File: src/rtl/vpe_icache_pkg.sv
// Shared types and helpers for the VPE instruction cache.
// Optional parity protection is enabled by defining ICACHE_PARITY_EN.
package vpe_icache_pkg;

  localparam int unsigned DEF_DATA_W = 12;
  localparam int unsigned DEF_ADDR_W = 8;

  typedef enum logic [1:0] {
    IDLE,
    FETCH,
    DRAIN
  } seq_state_t;

  // Even parity: the returned bit makes the XOR of word plus parity equal to zero.
  function automatic logic even_par(input logic [63:0] v);
    return ^v;
  endfunction

endpackage

File: src/rtl/vpe_icache_skid.sv
// Two-entry valid/ready skid buffer; slot0 is always the head so output data
// stays stable while the consumer stalls.
module vpe_icache_skid #(
  parameter int unsigned W = 13
) (
  input  logic         clk,
  input  logic         rst_n,
  input  logic         in_valid,
  input  logic [W-1:0] in_data,
  output logic         out_valid,
  output logic [W-1:0] out_data,
  input  logic         out_ready,
  output logic [1:0]   count
);

  logic [W-1:0] slot0, slot1;
  logic [1:0]   cnt;
  logic         pop;

  assign pop       = out_ready && (cnt != 2'd0);
  assign out_valid = (cnt != 2'd0);
  assign out_data  = slot0;
  assign count     = cnt;

  // The producer never pushes into a full buffer without a simultaneous pop.
  always_ff @(posedge clk or negedge rst_n) begin
    if (!rst_n) begin
      slot0 <= '0;
      slot1 <= '0;
      cnt   <= 2'd0;
    end else begin
      case (cnt)
        2'd0: begin
          if (in_valid) begin
            slot0 <= in_data;
            cnt   <= 2'd1;
          end
        end
        2'd1: begin
          if (in_valid && pop) begin
            slot0 <= in_data;
          end else if (in_valid) begin
            slot1 <= in_data;
            cnt   <= 2'd2;
          end else if (pop) begin
            cnt <= 2'd0;
          end
        end
        2'd2: begin
          if (pop) begin
            slot0 <= slot1;
            if (in_valid) slot1 <= in_data;
            else          cnt   <= 2'd1;
          end
        end
        default: cnt <= 2'd0;
      endcase
    end
  end

endmodule

File: src/rtl/vpe_icache_seq.sv
// VPE instruction cache: register-file storage, random read port and a fetch
// sequencer streaming a program slice. Parity option: ICACHE_PARITY_EN.
module vpe_icache_seq
  import vpe_icache_pkg::*;
#(
  parameter int unsigned DATA_W = DEF_DATA_W,
  parameter int unsigned ADDR_W = DEF_ADDR_W,
  parameter int unsigned LEN_W  = ADDR_W + 1
) (
  input  logic              clk,
  input  logic              rst_n,
  input  logic              i_wr_valid,
  input  logic [ADDR_W-1:0] i_wr_addr,
  input  logic [DATA_W-1:0] i_wr_data,
  input  logic              i_rd_valid,
  input  logic [ADDR_W-1:0] i_rd_addr,
  output logic              o_rd_valid,
  output logic [DATA_W-1:0] o_rd_data,
  input  logic              i_start,
  input  logic [ADDR_W-1:0] i_base,
  input  logic [LEN_W-1:0]  i_len,
  input  logic              i_loop,
  input  logic              i_stop,
  output logic              o_ins_valid,
  output logic [DATA_W-1:0] o_ins_data,
  output logic              o_ins_last,
  input  logic              i_ins_ready,
  output logic              o_busy,
  output logic              o_done,
  output logic              o_par_err
);

  localparam int unsigned DEPTH = 2 ** ADDR_W;
`ifdef ICACHE_PARITY_EN
  localparam int unsigned MEM_W = DATA_W + 1;
`else
  localparam int unsigned MEM_W = DATA_W;
`endif

  logic [MEM_W-1:0] mem [DEPTH];
  logic [MEM_W-1:0] wr_word;

`ifdef ICACHE_PARITY_EN
  assign wr_word = {even_par(64'(i_wr_data)), i_wr_data};
`else
  assign wr_word = i_wr_data;
`endif

  always_ff @(posedge clk) begin
    if (i_wr_valid) mem[i_wr_addr] <= wr_word;
  end

  // Random read port, read-first against a same-cycle write.
  logic [MEM_W-1:0] rd_word;
  logic             rd_valid_q;

  always_ff @(posedge clk or negedge rst_n) begin
    if (!rst_n) begin
      rd_valid_q <= 1'b0;
      rd_word    <= '0;
    end else begin
      rd_valid_q <= i_rd_valid;
      if (i_rd_valid) rd_word <= mem[i_rd_addr];
    end
  end

  assign o_rd_valid = rd_valid_q;
  assign o_rd_data  = rd_word[DATA_W-1:0];

  // Fetch sequencer
  seq_state_t        state_q, state_d;
  logic [ADDR_W-1:0] addr_q, addr_d, base_q, base_d, iss_addr;
  logic [LEN_W-1:0]  rem_q, rem_d, len_q, len_d;
  logic              loop_q, loop_d;
  logic              inflight_q, inflight_last_q;
  logic [MEM_W-1:0]  fetch_word;
  logic              zero_done_q, zero_done_d;
  logic              issue, iss_last, drain_done;
  logic              pop, credit_ok;
  logic [1:0]        skid_cnt;
  logic [2:0]        occ;

  assign pop = o_ins_valid && i_ins_ready;
  assign occ = 3'(skid_cnt) + 3'(inflight_q);
  // Counting the word leaving this cycle keeps one issue per cycle under constant ready.
  assign credit_ok = (occ < 3'd2) || (pop && (occ == 3'd2));

  always_comb begin
    state_d     = state_q;
    addr_d      = addr_q;
    rem_d       = rem_q;
    base_d      = base_q;
    len_d       = len_q;
    loop_d      = loop_q;
    issue       = 1'b0;
    iss_addr    = addr_q;
    iss_last    = (rem_q == LEN_W'(1));
    zero_done_d = 1'b0;
    drain_done  = 1'b0;
    case (state_q)
      IDLE: begin
        if (i_start) begin
          if (i_len == '0) begin
            zero_done_d = 1'b1;
          end else begin
            // First word is issued in the start cycle to meet the two-cycle latency.
            issue    = 1'b1;
            iss_addr = i_base;
            iss_last = (i_len == LEN_W'(1));
            base_d   = i_base;
            len_d    = i_len;
            loop_d   = i_loop;
            state_d  = (iss_last && !i_loop) ? DRAIN : FETCH;
            if (iss_last) begin
              addr_d = i_base;
              rem_d  = i_len;
            end else begin
              addr_d = i_base + ADDR_W'(1);
              rem_d  = i_len - LEN_W'(1);
            end
          end
        end
      end
      FETCH: begin
        if (i_stop) begin
          state_d = DRAIN;
        end else if (credit_ok) begin
          issue = 1'b1;
          if (iss_last) begin
            if (loop_q) begin
              addr_d = base_q;
              rem_d  = len_q;
            end else begin
              state_d = DRAIN;
            end
          end else begin
            addr_d = addr_q + ADDR_W'(1);
            rem_d  = rem_q - LEN_W'(1);
          end
        end
      end
      DRAIN: begin
        if ((skid_cnt == 2'd0) && !inflight_q) begin
          state_d    = IDLE;
          drain_done = 1'b1;
        end
      end
      default: state_d = IDLE;
    endcase
  end

  always_ff @(posedge clk or negedge rst_n) begin
    if (!rst_n) begin
      state_q         <= IDLE;
      addr_q          <= '0;
      rem_q           <= '0;
      base_q          <= '0;
      len_q           <= '0;
      loop_q          <= 1'b0;
      inflight_q      <= 1'b0;
      inflight_last_q <= 1'b0;
      fetch_word      <= '0;
      zero_done_q     <= 1'b0;
    end else begin
      state_q         <= state_d;
      addr_q          <= addr_d;
      rem_q           <= rem_d;
      base_q          <= base_d;
      len_q           <= len_d;
      loop_q          <= loop_d;
      inflight_q      <= issue;
      inflight_last_q <= issue && iss_last;
      zero_done_q     <= zero_done_d;
      if (issue) fetch_word <= mem[iss_addr];
    end
  end

  assign o_busy = (state_q != IDLE);
  assign o_done = drain_done || zero_done_q;

  vpe_icache_skid #(
    .W(DATA_W + 1)
  ) u_skid (
    .clk      (clk),
    .rst_n    (rst_n),
    .in_valid (inflight_q),
    .in_data  ({inflight_last_q, fetch_word[DATA_W-1:0]}),
    .out_valid(o_ins_valid),
    .out_data ({o_ins_last, o_ins_data}),
    .out_ready(i_ins_ready),
    .count    (skid_cnt)
  );

`ifdef ICACHE_PARITY_EN
  logic par_err_q;

  always_ff @(posedge clk or negedge rst_n) begin
    if (!rst_n) begin
      par_err_q <= 1'b0;
    end else if ((rd_valid_q && (^rd_word)) || (inflight_q && (^fetch_word))) begin
      par_err_q <= 1'b1;
    end
  end

  assign o_par_err = par_err_q;
`else
  assign o_par_err = 1'b0;
`endif

endmodule

File: config.mk
export PLATFORM = sky130hd
export DESIGN_NAME = vpe_icache_seq
export DESIGN_NICKNAME = d
export VERILOG_FILES = /design/src/rtl/vpe_icache_pkg.sv /design/src/rtl/vpe_icache_skid.sv /design/src/rtl/vpe_icache_seq.sv
export SDC_FILE = /design/constraint.sdc
export NUM_CORES = 2
export LEC_CHECK = 0
export BUFFER_PORTS_ARGS = -buffer_cell sky130_fd_sc_hd__buf_2
export CELL_PAD_IN_SITES_DETAIL_PLACEMENT = 1
export CELL_PAD_IN_SITES_GLOBAL_PLACEMENT = 1
export CORE_UTILIZATION = 30
export DETAILED_ROUTE_END_ITERATION = 16
export PLACE_DENSITY = 0.59
export SLEW_MARGIN = 20
export SYNTH_ARGS = -nofsm -noshare
export SYNTH_HDL_FRONTEND = slang
export SYNTH_SLANG_ARGS = --single-unit
File: constraint.sdc
create_clock -name clk -period 4 [get_ports clk]
set_input_delay 0.8 -clock clk [delete_from_list [all_inputs] [get_ports clk]]
set_output_delay 0.8 -clock clk [all_outputs]
set_load 0.005 [all_outputs]
# ---- Word-level counts from Yosys, hierarchy flattened
# Memories as Yosys holds them, arrays and structs flattened. A register that Yosys moved wholly into a read port is not among the register bits.
# Index checks and enable logic that the tools add are counted.
dict set report word_totals {
  register_bits 69
  ram_bits 3072
  inputBits 53
  out_inout_bits 30
  memories 1
}
# memory words word_bits read_ports rd_clocked_by_memory_dff wr line
set mem_list {}
lappend mem_list {mem 256 12 2 2 1 vpe_icache_seq.sv:40} ;# logic [MEM_W-1:0] mem [DEPTH];
dict set report op_classes {
  add_sub_neg 5
  order_cmp 1
  eq_ne 22
  muxes 58
  n_bitwise 1
  reduce_logical 26
}
# cell n
set ops {}
lappend ops {{$mux 8} 10}
lappend ops {{$mux 13} 6}
lappend ops {{$mux 9} 7}
lappend ops {{$pmux 13 s3} 1}
lappend ops {{$mux 2} 14}
lappend ops {{$pmux 13 s2} 1}
lappend ops {{$eq 9x1->1 const B} 2}
lappend ops {{$ne 2x2->1 const B} 9}
lappend ops {{$pmux 9 s2} 1}
lappend ops {{$sub 9x1->9 const B} 2}
lappend ops {{$add 8x1->8 const B} 2}
lappend ops {{$pmux 8 s2} 1}
lappend ops {{$ne 3x3->1 const B} 5}
lappend ops {{$mux 1} 14}
lappend ops {{$pmux 2 s3} 2}
lappend ops {{$reduce_and 6->1} 2}
lappend ops {{$logic_not 9->1} 1}
lappend ops {{$reduce_bool 2->1} 4}
lappend ops {{$logic_and 1x1->1} 6}
lappend ops {{$reduce_and 3->1} 2}
lappend ops {{$reduce_and 5->1} 1}
lappend ops {{$eq 2x1->1 const B} 2}
lappend ops {{$eq 2x2->1 const B} 2}
lappend ops {{$logic_not 1->1} 4}
lappend ops {{other kinds (10)} 12}

# ---- Longest topological paths before layout
dict set report depth {
  ltp_word 8
  ltp_mapped 17
  mapped_depth_nobuf 12
}

# ---- By module
# A second synthesis with hierarchy kept.
dict set report unflattened {
  cells_unflattened 10043
  area_unflattened_um2 148802.7
}
# module instances cells_each area_per_inst_um2 seq_area_each_um2
set by_module_without_submodules {}
lappend by_module_without_submodules {vpe_icache_seq 1 9958 147428.9 93875.0}
lappend by_module_without_submodules {vpe_icache_skid 1 85 1373.8 700.7}

# ---- Worst setup path before layout
# Ideal clock, no wire load.
dict set report synth_timing {
  path_kind {input to register}
  start {input port i_rd_addr[1]}
  end {register rd_word[1] (netlist: o_rd_data[1]) (read register of mem)}
  arrival_ns 3.862
  t_required_ns 3.875
  path_slack_ns 0.014
  stages 8
  n_path_buf 3
  path_cell_list {clkbuf_1 -> clkbuf_1 -> buf_1 -> mux4_2 -> mux4_2 -> mux4_2 -> mux4_2 -> mux2_2}
}
# item line
set synth_lines {}
lappend synth_lines {{from (decl)} vpe_icache_seq.sv:16} ;# input logic [ADDR_W-1:0] i_rd_addr,
lappend synth_lines {{to (decl)} vpe_icache_seq.sv:54} ;# logic [MEM_W-1:0] rd_word;

# ---- Worst setup path after layout
dict set report layout_timing {
  start {register state_q[0]}
  end {register fetch_word[11] (read register of mem)}
}
dict set report layout_between {
  elab_chain_cells 2
  elab_cells_between_ends 4
  cone_classes {1 x eq/ne; 2 x mux; 1 x reduce/logical}
}
# item line
set layout_lines {}
lappend layout_lines {{from (decl)} vpe_icache_seq.sv:71} ;# seq_state_t state_q, state_d;
lappend layout_lines {{from (signal assigned)} vpe_icache_seq.sv:165} ;# state_q <= state_d;
lappend layout_lines {{$eq 2x1->1 or $logic_not 2->1 (tied branches)} vpe_icache_seq.sv:100} ;# case (state_q)
lappend layout_lines {{$pmux 1 s2 or $mux 8 (tied branches)} vpe_icache_seq.sv:100}
lappend layout_lines {{to (decl)} vpe_icache_seq.sv:76} ;# logic [MEM_W-1:0] fetch_word;
# Parallel ways exist; a longest one is shown, timed or not.
# A chain may end at the register's enable or synchronous reset.

==> results.sh <==
export IMPL_yosysSeqAreaShare_pct=63.9
export IMPL_dp_cells=16400
export IMPL_grt_overflow=0
export IMPL_drt_iter0_markers=14100
export IMPL_hold_violations=0
export IMPL_syn_cell_area_mm2=0.148
export IMPL_routabilityCongestion=0.930
export IMPL_worstMarginPinSlew_ps=1230
export IMPL_violations="negative setup slack"
export IMPL_drt_first_pass_iters=5
export IMPL_synth_top_area_cell="edfxtp_1"
export IMPL_dp_hpwl_um=420000
export IMPL_worstPathRequired_ps=4900
export IMPL_rrSetupSlack_ps=-190
export IMPL_boundaryPins=83
export IMPL_p_sw_share_pct=36.8
export IMPL_synthTopCellsByArea="edfxtp_1 62%, mux4_2 18%, nand2_1 4.4%"
export IMPL_peakVddDrop_uv=537
export IMPL_hold_path_depth=1
export IMPL_coreArea_mm2=0.490
export IMPL_final_cell_mix="3,072 x edfxtp_1, 1,729 x nand2_1, 1,204 x mux4_2"
export IMPL_synthCells=9331
export IMPL_critPathKind="flip-flop to flip-flop"
export IMPL_fmaxAchievable_ghz=0.239
export IMPL_final_common_cell="edfxtp_1"
export IMPL_finClkSkew_ps=66.4
export IMPL_dieWidth_um=704
export IMPL_cts_tree="done"
export IMPL_grt_use_met1_pct=31.9
export IMPL_cts_root_buf="clkbuf_16"
export IMPL_grt_max_degree=110
export IMPL_grt_pass1_vias=103000
export IMPL_fin_total_pwr_w=0.115
export IMPL_leakage_nw=59.3
export IMPL_r2r_end="fetch_word[11]$_DFFE_PN0P_"
export IMPL_status="complete, but fails checks"
export IMPL_dr_total_vias=102000
export IMPL_synth_async_reset_ratio_pct=2.94
export IMPL_worstSkewPairLatency_ps=1010
export IMPL_crit_arrival_ps=5080
export IMPL_ys_ff_latch=3165
export IMPL_setup_viol=9
export IMPL_intPower_w=0.0725
export IMPL_dpl_cell_area_mm2=0.166
export IMPL_min_from="i_rd_valid"
export IMPL_drcViolationCount=0
export IMPL_hold_path_class="input pin to flip-flop"
export IMPL_wl_per_cell_um=36.2
export IMPL_ys_warn_count=0
export IMPL_grt_pass1_wl_um=851000
export IMPL_fin_area_mm2=0.180
export IMPL_avgSynthCellArea_um2=15.9
export IMPL_dieArea_mm2=0.496
export IMPL_synth_distinct_cells=66
export IMPL_slew_headroom_pct=18.2
export IMPL_instances_no_fill=17200
export IMPL_path_clk_slew_ps=60
export IMPL_p_switching_w=0.0422
export IMPL_ctsLongestPathBuffers=4
export IMPL_p_comb_share_pct=39.1
export IMPL_met2_usage_pct=38.1
export IMPL_reg2reg_from="state_q[0]$_DFFE_PN0P_"
export IMPL_clock_sinks=3165
export IMPL_ant_nets=0
export IMPL_io_buffers=81
export IMPL_holdPathEnd="o_rd_valid$_DFF_PN0_"
export IMPL_cts_htree_levels=5
export IMPL_endpoint_kind="flip-flop"
export IMPL_r2r_worst_path_cells=17
export IMPL_routed_wl_um=623000
export IMPL_start_util_pct=30.2
export IMPL_cts_buffers=343
export IMPL_antenna_found_initial=67
export IMPL_rows=257
export IMPL_area_growth_pct=21.5
export IMPL_slew_viol_final=0
export IMPL_powerDensity_mw_per_mm2=638
export IMPL_post_route_period_util_pct=105
export IMPL_synth_edf_count=3072
export IMPL_busiest_layer="met2"
export IMPL_grt_setup_unrepaired="yes"
export IMPL_fin_nets=10500
export IMPL_syn_nets=9394
export IMPL_p_clk_share_pct=28.2
export IMPL_drv_cap=0
export IMPL_pwr_share_seq_pct=32.7
export IMPL_fin_ws_ps=-185
export IMPL_synth_flop_cell="edfxtp_1"
export IMPL_min_period_ps=4190
export IMPL_met3_usage_pct=5.18
export IMPL_track_usage_pct=24.3
export IMPL_drive_gt1_share_pct=31.4
export IMPL_vias_per_cell=5.92
export IMPL_die_y_um=704
export IMPL_setup_worst_path_start_class="flip-flop"
export IMPL_fin_util_pct=36.7
export IMPL_fillers=49400
export IMPL_yosysTopAreaCellShare_pct=62.4
export IMPL_path_max_fanout=9
==> stage by stage <==
| step | hold slack, ps | TNS (ps) | setup WS, ps |
|---|---|---|---|
| global route | 100 | -1380 | -215 |
| finish | 116 | -833 | -185 |
| floorplan | 446 | 0 | 13.7 |
| detailed placement | 463 | -23740 | -1890 |
| global placement | 459 | -26130 | -2520 |
| CTS | 58.6 | -608 | -147 |
==> power groups by stage <==
stage | Combinational [W] | Clock, W | Sequential [W]
2_1_floorplan | 0.0196 | 0 | 0.0378
3_3_place_gp | 0.0391 | 0 | 0.0381
3_5_place_dp | 0.0396 | 0 | 0.0382
4_1_cts | 0.0430 | 0.0327 | 0.0375
5_1_grt | 0.0461 | 0.0337 | 0.0375
6_report | 0.0448 | 0.0323 | 0.0375
==> synthesized netlist by cell type (56+ instances only) <==
library cell and instances:
edfxtp_1 3072, nand2_1 1732, mux4_2 1204, nand3_1 480, clkbuf_1 383, mux2i_1 365
nor2_1 351, a32oi_1 212, a21oi_1 203, buf_2 194, a31oi_1 181, nand4_1 175
dfrtp_1 93, o22ai_1 84, buf_4 71, buf_1 65, a22oi_1 56
==> sequential cells by signal (all words and copies together) (netlist names) <==
register,flops
zero_done_q,1
o_rd_data,12
mem,3072
state_q,2
fetch_word,12
base_q,8
addr_q,8
inflight_q,1
u_skid.count,2
len_q,9
o_rd_valid,1
inflight_last_q,1
u_skid.slot1,13
rem_q,9
loop_q,1
u_skid.out_data,13
==> routing by layer <==
| metal | share of wire (%) | wire, µm |
|---|---|---|
| met1 | 38 | 238000 |
| met2 | 46 | 285000 |
| met4 | 6.1 | 37800 |
| met5 | 0.028 | 174 |
| met3 | 10 | 62200 |
==> critical path: stages, from the launching register on <==
cell,delay (ps)
dfrtp_1,380
or3b_4,500
a21o_4,260
a21oi_4,200
buf_12,150
buf_16,200
buf_12,150
buf_16,150
buf_16,140
mux2i_1,180
a32oi_1,80
nand4_1,180
nand4_1,220
buf_6,210
or4_4,490
nor4_4,280
buf_4,200
nor3_2,50
==> kinds of logic after synthesis <==
| logic type | after synthesis | share of synthesized area (%) |
|---|---|---|
| fa+ha+maj | 10 | 0.0846 |
| buf+inv | 754 | 2.40 |
| simple gates | 2870 | 8.20 |
| mux | 1601 | 21.0 |
| flops | 3165 | 63.9 |
| other cells | 1 | 0.00253 |
| xor+xnor | 24 | 0.142 |
| compound gates | 906 | 4.20 |
==> layout make-up <==
type	count	area, µm²	area share [%]
tap	6475	8100	4.51
inverter	14	52.6	0.0292
sequential	3165	94600	52.6
timing repair buffer	1453	14700	8.20
clock inverter	198	1960	1.09
clock buffer	431	9110	5.07
antenna	66	165	0.0919
multi-input combinational	5414	51100	28.4
==> repair_timing <==
action                                 CTS  global route
gates resized for setup                183            86
setup endpoints to repair               12            12
pin swaps                               43            34
setup buffers                           57            19
cloned                                  20             9
hold buffers                             2             0
endpoints found under the hold margin   62             0
==> worst max path at each step <==
stage | to | slack [ps] | depth (start not counted) | start
after CTS | fetch_word[11]$_DFFE_PN0P_ | -150 | 18 | state_q[1]$_DFFE_PN0P_
after detailed placement | fetch_word[3]$_DFFE_PN0P_ | -1890 | 17 | i_len[8]
final | fetch_word[11]$_DFFE_PN0P_ | -190 | 17 | state_q[0]$_DFFE_PN0P_
after global routing | fetch_word[0]$_DFFE_PN0P_ | -210 | 13 | state_q[0]$_DFFE_PN0P_
after global placement | fetch_word[4]$_DFFE_PN0P_ | -2520 | 14 | i_len[8]
after floorplan | o_rd_data[1]$_DFFE_PN0P_ | 10 | 8 | i_rd_addr[1]
Note: power is estimated with default switching activity, not from simulation.
